**src/rtl/superscalar_ctrl_stage.sv**
```systemverilog
// Decode-stage control for a WAYS-wide MIPS bundle: decode, branch resolve, squash, ID/EX, mult FSM.
// Optional macro LINK_EN adds jal/jr decoding with linke/jre outputs.
module superscalar_ctrl_stage #(
  parameter int unsigned WAYS     = 2,
  parameter int unsigned MULT_LAT = 4
) (
  input  logic                  clk,
  input  logic                  reset,
  input  logic [32*WAYS-1:0]    instrd,
  input  logic [WAYS-1:0]       validd,
  input  logic [WAYS-1:0]       equald,
  input  logic                  stalld,
  input  logic                  flushe,
  output logic [1:0]            pcsrcd,
  output logic [$clog2(WAYS):0] takenslotd,
  output logic                  multstalld,
  output logic [WAYS-1:0]       vale,
  output logic [WAYS-1:0]       regwritee,
  output logic [WAYS-1:0]       memtorege,
  output logic [WAYS-1:0]       memwritee,
  output logic [WAYS-1:0]       alusrce,
  output logic [WAYS-1:0]       regdste,
  output logic [WAYS-1:0]       multsele,
  output logic [WAYS-1:0]       signe,
  output logic [3*WAYS-1:0]     alucontrole
`ifdef LINK_EN
  ,
  output logic [WAYS-1:0]       linke,
  output logic [WAYS-1:0]       jre
`endif
);

  localparam int unsigned TW = $clog2(WAYS) + 1;
  localparam int unsigned CW = (MULT_LAT > 1) ? $clog2(MULT_LAT) : 1;

  typedef enum logic {StIdle, StBusy} state_e;

  logic [WAYS-1:0]   w_regwrite, w_memtoreg, w_memwrite, w_alusrc, w_regdst, w_multsel, w_sign;
  logic [WAYS-1:0]   w_beq, w_bne, w_jump;
  logic [3*WAYS-1:0] w_alu;
  logic [WAYS-1:0]   w_taken, w_live, w_issue;
  logic [3*WAYS-1:0] w_issue3;
  logic              w_mult_req;
`ifdef LINK_EN
  logic [WAYS-1:0]   w_link, w_jr;
  logic [WAYS-1:0]   r_link;
`endif

  state_e            r_state, w_state_next;
  logic [CW-1:0]     r_cnt, w_cnt_next;

  logic [WAYS-1:0]   r_val, r_regwrite, r_memtoreg, r_memwrite, r_alusrc, r_regdst, r_multsel;
  logic [WAYS-1:0]   r_sign;
  logic [3*WAYS-1:0] r_alu;

  always_comb begin : decode
    logic [5:0] op;
    logic [5:0] fn;
    w_regwrite = '0;
    w_memtoreg = '0;
    w_memwrite = '0;
    w_alusrc   = '0;
    w_regdst   = '0;
    w_multsel  = '0;
    w_sign     = '0;
    w_beq      = '0;
    w_bne      = '0;
    w_jump     = '0;
    w_alu      = '0;
`ifdef LINK_EN
    w_link     = '0;
    w_jr       = '0;
`endif
    for (int k = 0; k < WAYS; k++) begin
      op = instrd[32*k+26 +: 6];
      fn = instrd[32*k +: 6];
      case (op)
        6'b000000: begin
          w_regwrite[k] = 1'b1;
          w_regdst[k]   = 1'b1;
          w_sign[k]     = 1'b1;
          case (fn)
            6'b100000: w_alu[3*k +: 3] = 3'b010;
            6'b100001: begin
              w_alu[3*k +: 3] = 3'b010;
              w_sign[k]       = 1'b0;
            end
            6'b100010: w_alu[3*k +: 3] = 3'b110;
            6'b100011: begin
              w_alu[3*k +: 3] = 3'b110;
              w_sign[k]       = 1'b0;
            end
            6'b100100: w_alu[3*k +: 3] = 3'b000;
            6'b100101: w_alu[3*k +: 3] = 3'b001;
            6'b101010: w_alu[3*k +: 3] = 3'b111;
            6'b011000: begin
              w_alu[3*k +: 3] = 3'b010;
              w_multsel[k]    = 1'b1;
            end
`ifdef LINK_EN
            6'b001000: begin
              w_regwrite[k] = 1'b0;
              w_regdst[k]   = 1'b0;
              w_jump[k]     = 1'b1;
              w_jr[k]       = 1'b1;
            end
`endif
            // Unknown funct is a NOP: nothing may write.
            default: begin
              w_regwrite[k] = 1'b0;
              w_regdst[k]   = 1'b0;
              w_sign[k]     = 1'b0;
            end
          endcase
        end
        6'b100011: begin
          w_regwrite[k]   = 1'b1;
          w_memtoreg[k]   = 1'b1;
          w_alusrc[k]     = 1'b1;
          w_sign[k]       = 1'b1;
          w_alu[3*k +: 3] = 3'b010;
        end
        6'b101011: begin
          w_memwrite[k]   = 1'b1;
          w_alusrc[k]     = 1'b1;
          w_sign[k]       = 1'b1;
          w_alu[3*k +: 3] = 3'b010;
        end
        6'b000100: begin
          w_beq[k]        = 1'b1;
          w_sign[k]       = 1'b1;
          w_alu[3*k +: 3] = 3'b110;
        end
        6'b000101: begin
          w_bne[k]        = 1'b1;
          w_sign[k]       = 1'b1;
          w_alu[3*k +: 3] = 3'b110;
        end
        6'b001000, 6'b001001: begin
          w_regwrite[k]   = 1'b1;
          w_alusrc[k]     = 1'b1;
          w_sign[k]       = (op == 6'b001000);
          w_alu[3*k +: 3] = 3'b010;
        end
        6'b000010: begin
          w_jump[k] = 1'b1;
          w_sign[k] = 1'b1;
        end
`ifdef LINK_EN
        6'b000011: begin
          w_jump[k]     = 1'b1;
          w_link[k]     = 1'b1;
          w_regwrite[k] = 1'b1;
          w_sign[k]     = 1'b1;
        end
`endif
        default: ;
      endcase
    end
  end

  // Oldest taken slot wins; everything younger than it is squashed.
  always_comb begin : resolve
    logic found;
    found      = 1'b0;
    pcsrcd     = 2'b00;
    takenslotd = TW'(WAYS);
    w_taken    = '0;
    w_live     = '0;
    for (int k = 0; k < WAYS; k++) begin
      w_taken[k] = validd[k] & ((w_beq[k] & equald[k]) | (w_bne[k] & ~equald[k]) | w_jump[k]);
      w_live[k]  = ~found;
      if (!found && w_taken[k]) begin
        found      = 1'b1;
        pcsrcd     = w_jump[k] ? 2'b10 : 2'b01;
        takenslotd = TW'(k);
      end
    end
  end

  always_comb begin
    w_issue  = validd & w_live;
    w_issue3 = '0;
    for (int k = 0; k < WAYS; k++) begin
      w_issue3[3*k +: 3] = {3{w_issue[k]}};
    end
    w_mult_req = |(w_issue & w_multsel);
  end

  always_ff @(posedge clk) begin
    if (reset) begin
      r_state <= StIdle;
      r_cnt   <= '0;
    end else begin
      r_state <= w_state_next;
      r_cnt   <= w_cnt_next;
    end
  end

  always_comb begin
    w_state_next = r_state;
    w_cnt_next   = r_cnt;
    unique case (r_state)
      StIdle: begin
        if (w_mult_req && !stalld && !flushe) begin
          w_state_next = StBusy;
          w_cnt_next   = CW'(MULT_LAT - 1);
        end
      end
      StBusy: begin
        w_cnt_next = r_cnt - CW'(1);
        if (r_cnt == CW'(1)) begin
          w_state_next = StIdle;
          w_cnt_next   = '0;
        end
      end
    endcase
  end

  always_comb begin
    multstalld = (r_state == StBusy) && w_mult_req;
  end

  // Squashed or invalid slots load all-zero controls so no write can escape.
  always_ff @(posedge clk) begin
    if (reset || flushe) begin
      r_val      <= '0;
      r_regwrite <= '0;
      r_memtoreg <= '0;
      r_memwrite <= '0;
      r_alusrc   <= '0;
      r_regdst   <= '0;
      r_multsel  <= '0;
      r_sign     <= '0;
      r_alu      <= '0;
`ifdef LINK_EN
      r_link     <= '0;
`endif
    end else if (!(stalld || multstalld)) begin
      r_val      <= w_issue;
      r_regwrite <= w_regwrite & w_issue;
      r_memtoreg <= w_memtoreg & w_issue;
      r_memwrite <= w_memwrite & w_issue;
      r_alusrc   <= w_alusrc & w_issue;
      r_regdst   <= w_regdst & w_issue;
      r_multsel  <= w_multsel & w_issue;
      r_sign     <= w_sign & w_issue;
      r_alu      <= w_alu & w_issue3;
`ifdef LINK_EN
      r_link     <= w_link & w_issue;
`endif
    end
  end

  assign vale        = r_val;
  assign regwritee   = r_regwrite;
  assign memtorege   = r_memtoreg;
  assign memwritee   = r_memwrite;
  assign alusrce     = r_alusrc;
  assign regdste     = r_regdst;
  assign multsele    = r_multsel;
  assign signe       = r_sign;
  assign alucontrole = r_alu;
`ifdef LINK_EN
  assign linke       = r_link;
  assign jre         = w_jr & w_issue;
`endif

endmodule

```
**config.mk**
```make
export PLATFORM = sky130hd
export DESIGN_NAME = superscalar_ctrl_stage
export DESIGN_NICKNAME = d
export VERILOG_FILES = /design/src/rtl/superscalar_ctrl_stage.sv
export SDC_FILE = /design/constraint.sdc
export NUM_CORES = 1
export LEC_CHECK = 0
export CAP_MARGIN = 20
export CELL_PAD_IN_SITES_DETAIL_PLACEMENT = 0
export CELL_PAD_IN_SITES_GLOBAL_PLACEMENT = 1
export CORE_AREA = 2 2 98 72
export CTS_BUF_LIST = sky130_fd_sc_hd__clkbuf_4 sky130_fd_sc_hd__clkbuf_8
export CTS_CLUSTER_SIZE = 14
export DETAILED_ROUTE_END_ITERATION = 7
export DIE_AREA = 0 0 100 74
export PLACE_DENSITY = 0.95
export SYNTH_ARGS = -nofsm -noshare
export SYNTH_HDL_FRONTEND = slang
export SYNTH_SLANG_ARGS = --single-unit
```
**constraint.sdc**
```tcl
create_clock -name clk -period 3.5 [get_ports clk]
set_input_delay 0.7 -clock clk [delete_from_list [all_inputs] [get_ports clk]]
set_output_delay 0.7 -clock clk [all_outputs]
set_load 0.02 [all_outputs]
```
==> impl_metrics.ini, run 1 <==
[cells_and_area]
multi_input_area_mm2 = 0.001333
seq_area_um2 = 500.5
layoutNonFillerInstCount = 400
nets = 393
nFillCells = 660
area_delta_synth_final_pct = 48.21
antenna_cells = 0
drive_above_1_share = 0.1599

[global_route]
antenna_found_initial = 0
grt_pass1_vias = 1993
grt_pass1_wl_mm = 9.252
grt_start_max_net_pins = 16
grt-ovfl-total = 0
grt_usage = 0.1531

[synth]
synth.distinct_cells = 69
synthTopCellsByCount = nand2_1, dfxtp_1, nor2_1, a21oi_1, mux2i_1
yosysWarnings = 0
synth_edf_count = 0
synth_area_mm2 = 0.001889
syn_inst = 237
synth.area.top_cells = dfxtp_1, mux2i_1, nand2_1
yosysMostFrequentCell = nand2_1
synth.yosys.seq_area_share = 0.2649
yosysTopAreaCell = dfxtp_1
synthArstFlopShare = 0
ys_ff_latch = 25
yosysTopAreaCellShare = 0.2649
postSynthAreaPerCell_um2 = 7.972
synth_fp_nets = 310
synth_ff_type = dfxtp_1

[floorplan]
rows = 25
fp.dieW_um = 100
core_area_mm2 = 0.006506
die_y_um = 74
start_util = 0.2904
dieArea_mm2 = 0.007400
ios = 99

[clock_network]
cts_buffers = 3
cts.path.max_buffers = 2
cts_max_level = 1
cts_hold_buf = 0
clk_pin_slew_ps = 100
clkLatencyLatePin_ps = 270
clock-sinks = 25
post_cts_buffers = 0
clockRootBuffer = clkbuf_8
cts_tree = done

[timing]
min_period_ps = 3393
worstMarginPinSlew_ps = 608.5
relSlewSlack = 0.5928
setup_viol_count_final = 0
fin_ws_ps = 106.9
fin_worst_skew_ps = 8.026
fin_crit_sh = 0.9695
timing.fmax_mhz = 294.7
finalHoldViolCount = 0
final-max-slew-violation-count = 0
rsz0062_at_grt = no

[drt]
routed.top_layer = met4
drt_iter0_drc = 205
drtPass1Iterations = 5
num_vias = 2202
wl_met2_mm = 2.612
avgViaCountPerCell = 5.505
wire_per_inst_um = 14.41
drc_errors = 0
drtAntennaViolNets = 0
routed_wl_mm = 5.764
met3_length_um = 345
wl_met1_mm = 2.759

[critical_path]
cp-end-kind = output port
critPathArrivalTime_ps = 2690
critical_path_required_ps = 2800
worstPathMaxFanout = 3
path_class = in -> out
start_kind = input port

[pwr]
p_leak_uw = 0.001027
peakVddDrop_v = 0.00006789
power_density_mw_per_mm2 = 227.4

[placement]
hpwl_mm = 4.691
dpl.cell_count = 396
place.gp.congestion = 0.9335
io_buffers = 58
dp_slack_ps = -201.6

[run]
maxCapViolCount = 0

[min_path]
min_path_type = reg -> reg

[outcome]
status = complete, no violations
layout make-up:
cell class,instances,share of cell area
Clock buffer,3,0.01475
Clock inverter,1,0.002681
Inverter,7,0.009383
Multi-Input combinational cell,197,0.4759
Sequential cell,25,0.1787
Tap cell,81,0.03619
Timing Repair Buffer,86,0.2824
per-stage QoR:
step | instance area, µm² | setup TNS, ps | total power (µW) | utilization | hold slack (ps)
2_1_floorplan | 1889 | 0 | 365.9 | - | 445.9
3_5_place_dp | 2745 | -280.0 | 457.3 | 0.4219 | 452.1
6_report | 2800 | 0 | 636.6 | 0.4304 | 460.5
3_3_place_gp | 2745 | -253.8 | 454.2 | 0.4219 | 438.8
4_1_cts | 2790 | 0 | 638.7 | 0.4288 | 466.5
5_1_grt | 2800 | 0 | 664.8 | 0.4304 | 483.8
what timing repair did:
| action | in CTS | in global routing |
|---|---|---|
| setup endpoints to repair | 3 | 2 |
| hold endpoints to repair | 0 | 0 |
| gates resized for setup | 3 | 3 |
worst max-delay path, stage by stage:
cell,delay (ps)
clkdlybuf4s50_1,410
or4b_1,580
nor3_1,210
and3_1,220
o31a_1,140
o22a_1,140
clkdlybuf4s15_1,300
flip-flops by register name (all words and copies together), names as in the netlist:
name and cells:
r_state 1, multsele 2, regdste 2, signe 2, memwritee 2, alusrce 2, regwritee 2, r_cnt 2
alucontrole 6, memtorege 2, vale 2
kinds of logic after synthesis:
family / count (synthesis) / share of synthesized area
XOR/XNOR: 3 / 0.01391
flip-flops: 25 / 0.2649
adder cells (fa/ha/maj): 1 / 0.006621
AO/OA/AOI/OAI: 67 / 0.2616
buffers and inverters: 15 / 0.03311
AND/OR/NAND/NOR: 114 / 0.3563
multiplexers: 12 / 0.06358
metal layers:
metal  global-route usage  vias to the layer above
met1               0.2160                     1052
met4              0.03196                        0
met3              0.02632                        6
met2               0.2492                       81
li1                     -                     1063
met5                    0                        -
worst paths after layout:
kind	depth (start not counted)	endpoint	start	slack (ps)
hold / removal	2	vale[0]	vale[0]	460
setup reg to reg	4	alusrce[1]	r_state	2070
setup / recovery	7	pcsrcd[0]	instrd[59]	110
hold reg to reg	2	vale[0]	vale[0]	460
power by group:
part | switching [µW] | internal (µW) | total, µW | leakage (µW)
logic | 84.3 | 83.1 | 167 | 0.000804
registers | 0.698 | 286 | 286 | 0.000201
clock network | 102 | 80.8 | 183 | 0.0000217
cells in the final DEF, fill, tap and decap left out, types with 3 or more instances in the layout:
cell type	count
a31oi_1	4
nand4_1	4
buf_4	28
inv_1	7
clkdlybuf4s50_1	54
clkbuf_8	3
a21o_1	3
dfxtp_1	25
nor4_2	3
nor2b_1	4
a21oi_1	12
o21ai_0	11
nor3_1	9
or3_1	8
nand3_1	6
o22ai_1	3
and2_1	3
nand2b_1	7
mux2i_1	12
a22o_1	3
nand2_1	30
nor2_1	16
No activity file was read; power rests on OpenSTA's default activity.
==> inputs of run 2 (changes only) <==
- CORE_AREA: 2 2 98 72 -> 2 2 68 103
- DIE_AREA: 0 0 100 74 -> 0 0 70 105
==> run 2 against run 1 <==
  * Critical path depth fell by 1
  * Combinational power barely moved
  * Sequential share of layout area barely moved
  * Total power fell by 2.5%
  * Non-clock buffer count rose by 3
  * Critical path type unchanged
  * Critical endpoint is now pcsrcd[1]
  * Hold slack improved by 2.3 ps
  * Clock power fell by 8%
  * Clock skew barely moved
  * Maximum frequency barely moved
==> impl_metrics.ini, run 2 (synthesis gave the netlist of run 1 again) <==
[outcome]
status = complete, no violations

[global_route]
grt-ovfl-total = 0
grt_pass1_vias = 2041
grt_pass1_wl_mm = 9.446
grt_start_max_net_pins = 19
antenna_found_initial = 0
grt_usage = 0.1543

[critical_path]
critPathArrivalTime_ps = 2690
crit_top_cell = clkdlybuf4s50_1
start_kind = input port
worstPathMaxFanout = 6
slowest_stage = clkdlybuf4s50_1
crit_family = buffers and inverters
max_stage_delay_ps = 580
cp-end-kind = output port
crit_buf_inv = 2
path_class = in -> out
critical_path_required_ps = 2800
path_cells = clkdlybuf4s50_1 -> or3b_4 -> o21a_4 -> o21ai_2 -> o22ai_1 -> clkdlybuf4s50_1

[pwr]
swShare = 0.2752
power_density_mw_per_mm2 = 221.1
internal-power_uw = 449.7
p_leak_uw = 0.001037
p_comb_frac = 0.268
clkPwrFrac = 0.271
total_power_uw = 620.4
p_seq_frac = 0.461
peakVddDrop_v = 0.0001166
switchingPower_uw = 170.7

[floorplan]
die_y_um = 105
start_util = 0.2954
fp.dieW_um = 70
dieArea_mm2 = 0.007350
core_area_mm2 = 0.006396
rows = 36
ios = 99

[cells_and_area]
layoutNonFillerInstCount = 398
final_cell_mix = clkdlybuf4s50_1, buf_4, nand2_1, dfxtp_1, nor2_1
drive_above_1_share = 0.1646
area_delta_synth_final_pct = 48.54
largest_reg_flops = 6
antenna_cells = 0
nets = 396
final_cell_area_mm2 = 0.002806
final_common_cell = clkdlybuf4s50_1
post-route-util = 0.4388

[placement]
place.gp.congestion = 0.9230
hpwl_mm = 4.592
dpl.cell_count = 394
place_area_mm2 = 0.002761
io_buffers = 58

[drt]
drtPass1Iterations = 4
routed_wl_mm = 5.515
wire_per_inst_um = 13.86
num_vias = 2115
avgViaCountPerCell = 5.314
drtAntennaViolNets = 0
drc_errors = 0
drt_iter0_drc = 138

[run]
maxCapViolCount = 0

[clock_network]
clk_pin_slew_ps = 90
clockRootBuffer = clkbuf_8
clkLatencyLatePin_ps = 270
cts.path.max_buffers = 2
cts_max_level = 1
cts_tree = done
clock-sinks = 25
cts_buffers = 3
post_cts_buffers = 0

[timing]
final-max-slew-violation-count = 0
rsz0062_at_grt = no
setup_viol_count_final = 0
fin_crit_sh = 0.9688
relSlewSlack = 0.6701
fin_worst_skew_ps = 8.473
worstMarginPinSlew_ps = 490.7
finalHoldViolCount = 0
min_period_ps = 3391
timing.fmax_mhz = 294.9

[min_path]
min_path_type = reg -> reg
[run 2: per-layer routing]
layer	GRT usage	wire length, µm
met1	0.1772	2169
met2	0.2966	3116
met3	0.01639	204
met4	0.03846	25
met5	0	0
[run 2: power groups by stage]
stage / logic [µW] / registers, µW / clock network [µW]
4_1_cts: 166 / 286 / 173
3_5_place_dp: 166 / 293 / 0
2_1_floorplan: 71.4 / 294 / 0
5_1_grt: 182 / 286 / 185
6_report: 166 / 286 / 168
3_3_place_gp: 163 / 293 / 0
[run 2: layout make-up]
type,instances,area [µm²]
Clock buffer,3,41.29
Clock inverter,1,5.005
Fill cell,668,3590
Inverter,7,26.28
Multi-Input combinational cell,197,1326
Sequential cell,25,500.5
Tap cell,76,95.09
Timing Repair Buffer,89,812.0
[run 2: repair_timing]
action / in CTS / in global routing
gates resized for setup: 3 / 1
hold endpoints to repair: 0 / 0
setup endpoints to repair: 3 / 1
hold buffers: 0 / 0
[run 2: tightest hold or removal path, delay by kind of cell (launching register included)]
family           cells  cell delay [ps]
flip-flops           1              320
AO/OA/AOI/OAI        1               50
AND/OR/NAND/NOR      1               60
[run 2: final timing paths]
| path | startpoint | to | slack [ps] | cells past startpoint |
|---|---|---|---|---|
| worst min register to register | vale[0] | vale[0] | 460 | 2 |
| worst max-delay path | instrd[27] | pcsrcd[1] | 110 | 6 |
| worst max register to register | r_state | alusrce[1] | 2150 | 4 |
| worst min-delay path | vale[0] | vale[0] | 460 | 2 |
[run 2: through the flow]
| stage | hold WS (ps) | setup WS (ps) | setup TNS, ps |
|---|---|---|---|
| 6_report | 462.9 | 109.3 | 0 |
| 2_1_floorplan | 445.9 | 645.1 | 0 |
| 3_3_place_gp | 445.9 | -149.8 | -226.8 |
| 4_1_cts | 466.4 | 6.124 | 0 |
| 3_5_place_dp | 451.3 | -146.5 | -225.9 |
| 5_1_grt | 489.5 | 22.30 | 0 |
==> inputs of run 3 (changes only) <==
- ABC_AREA: unset -> 1
- CORE_AREA: 2 2 68 103 -> 2 2 70 106
- DIE_AREA: 0 0 70 105 -> 0 0 72 108
==> run 3 against run 2 <==
  * Sequential share of layout area increased by 0.83 points
  * First-iteration DRC count shrank 21%
  * Total power fell by 4.0%
  * Clock skew down 5.5 ps
  * Sequential power hardly changed
  * Die area grew 5.8%
  * Via count decreased by 3.5%
  * Largest power group unchanged
  * Wire length decreased by 13%
  * Largest cell class unchanged
  * Core utilization down 4.5 points
  * Design area is 4.5% lower
  * Highest routed layer is now met3
==> impl_metrics.ini, run 3 <==
[outcome]
status = complete, no violations

[timing]
final-max-slew-violation-count = 0
rsz0062_at_grt = no
finalHoldViolCount = 0
setup_viol_count_final = 0
worstMarginPinSlew_ps = 930.4
setup_tns_ps = 0
hold_slack_ps = 459.1
timing.fmax_mhz = 307.7
relSlewSlack = 0.3790
fin_worst_skew_ps = 2.981
fin_crit_sh = 0.9285
min_period_ps = 3250
fin_ws_ps = 250.3

[global_route]
grt_pass1_vias = 1921
grt_start_max_net_pins = 25
grt-ovfl-total = 0
grt_usage = 0.1236
antenna_found_initial = 0
grt_pass1_wl_mm = 7.997

[placement]
hpwl_mm = 4.018
place.gp.congestion = 0.8144
dp_slack_ps = 85.72
io_buffers = 58

[critical_path]
critPathArrivalTime_ps = 2550
crit_family = buffers and inverters
path_class = in -> out
worstPathMaxFanout = 4
slowest_stage = clkdlybuf4s50_1
max_stage_delay_ps = 650
cp-end-kind = output port
path_cells = clkdlybuf4s50_1 -> inv_2 -> nand2_2 -> nor2_1 -> nand2_1 -> nand3_2 -> nand2_2 -> nand2_1 -> o22ai_1 -> clkdlybuf4s50_1
critical_path_required_ps = 2800
crit_buf_inv = 3
start_kind = input port

[clock_network]
clockRootBuffer = clkbuf_8
post_cts_buffers = 0
cts_buffers = 3
clk_pin_slew_ps = 80
clkLatencyLatePin_ps = 260
cts_hold_buf = 0
clock-sinks = 25
cts-resized-gates = 0
cts.path.max_buffers = 2
cts_max_level = 1
cts_tree = done

[synth]
yosysWarnings = 0
synth.distinct_cells = 33
syn_inst = 305
synth_edf_count = 0
ys_ff_latch = 25
synth.area.top_cells = dfxtp_1, nand3_1, nor2_1
synthTopCellsByCount = nor2_1, nand3_1, inv_1, nand2_1, dfxtp_1
yosysMostFrequentCell = nor2_1
synth_fp_nets = 378
yosysTopAreaCell = dfxtp_1
yosysTopAreaCellShare = 0.2564
synth.yosys.seq_area_share = 0.2564
synth_area_mm2 = 0.001952
synth_ff_type = dfxtp_1
synthArstFlopShare = 0
postSynthAreaPerCell_um2 = 6.400

[drt]
wire_per_inst_um = 10.78
drt_iter0_drc = 109
routed_wl_mm = 4.797
drtPass1Iterations = 4
drtAntennaViolNets = 0
drc_errors = 0
avgViaCountPerCell = 4.589
num_vias = 2042

[cells_and_area]
nFillCells = 732
antenna_cells = 0
nets = 441
largest_reg_flops = 6
final_cell_mix = nor2_1, clkdlybuf4s50_1, nand3_1, inv_1, nand2_1
drive_above_1_share = 0.1935
area_delta_synth_final_pct = 37.37

[pwr]
peakVddDrop_v = 0.0001288
p_leak_uw = 0.001131
power_density_mw_per_mm2 = 222.2

[floorplan]
die_y_um = 108
ios = 99
fp.dieW_um = 72
dieArea_mm2 = 0.007776
rows = 37
start_util = 0.2868
core_area_mm2 = 0.006805

[min_path]
min_path_type = reg -> reg

[run]
maxCapViolCount = 0
## run 3: logic make-up (layout without fill, tap and decap cells)
kind of cell	count (synthesis)	count (layout)	synth area share
compound gates	46	46	0.1609
simple gates	181	181	0.4545
fa+ha+maj	1	1	0.006409
buf+inv	52	114	0.1218
flops	25	25	0.2564
## run 3: worst min-delay path, stage by stage, from the launching register on
cell,delay (ps)
dfxtp_1,320
inv_1,50
a21oi_1,50
## run 3: power breakdown
group          internal, µW  switching (µW)
clock                  89.0            86.3
sequential              286            1.35
combinational          59.9            73.2
## run 3: worst paths after layout
kind,cells past startpoint,start,end,slack [ps]
max reg2reg,4,r_state,memtorege[1],2260
min reg2reg,2,multsele[1],multsele[1],460
max,10,instrd[27],pcsrcd[1],250
min,2,multsele[1],multsele[1],460
## run 3: layout make-up
type | count | area, µm² | area share
inverters | 42 | 157.7 | 0.05880
clock buffers | 4 | 48.80 | 0.01820
flip-flops and latches | 25 | 500.5 | 0.1867
well taps | 78 | 97.59 | 0.03640
repair buffers | 68 | 663.1 | 0.2473
multi-input cells | 228 | 1214 | 0.4526
## run 3: per-stage QoR
stage | instance area (µm²) | total power [µW] | utilization | instances
after global placement | 2625 | 425.3 | 0.3857 | 441
after global routing | 2681 | 622.9 | 0.3940 | 445
after floorplan | 1952 | 367.2 | - | 305
after CTS | 2674 | 599.2 | 0.3929 | 445
after detailed placement | 2625 | 427.5 | 0.3857 | 441
final | 2681 | 595.8 | 0.3940 | 445
## run 3: routing by layer
metal | routed length, µm | GRT usage | vias to the layer above
met4 | 0 | 0.02965 | 0
met1 | 2056 | 0.1414 | 899
met2 | 2624 | 0.2454 | 33
met5 | 0 | 0 | -
met3 | 116 | 0.004660 | 0
li1 | - | - | 1110
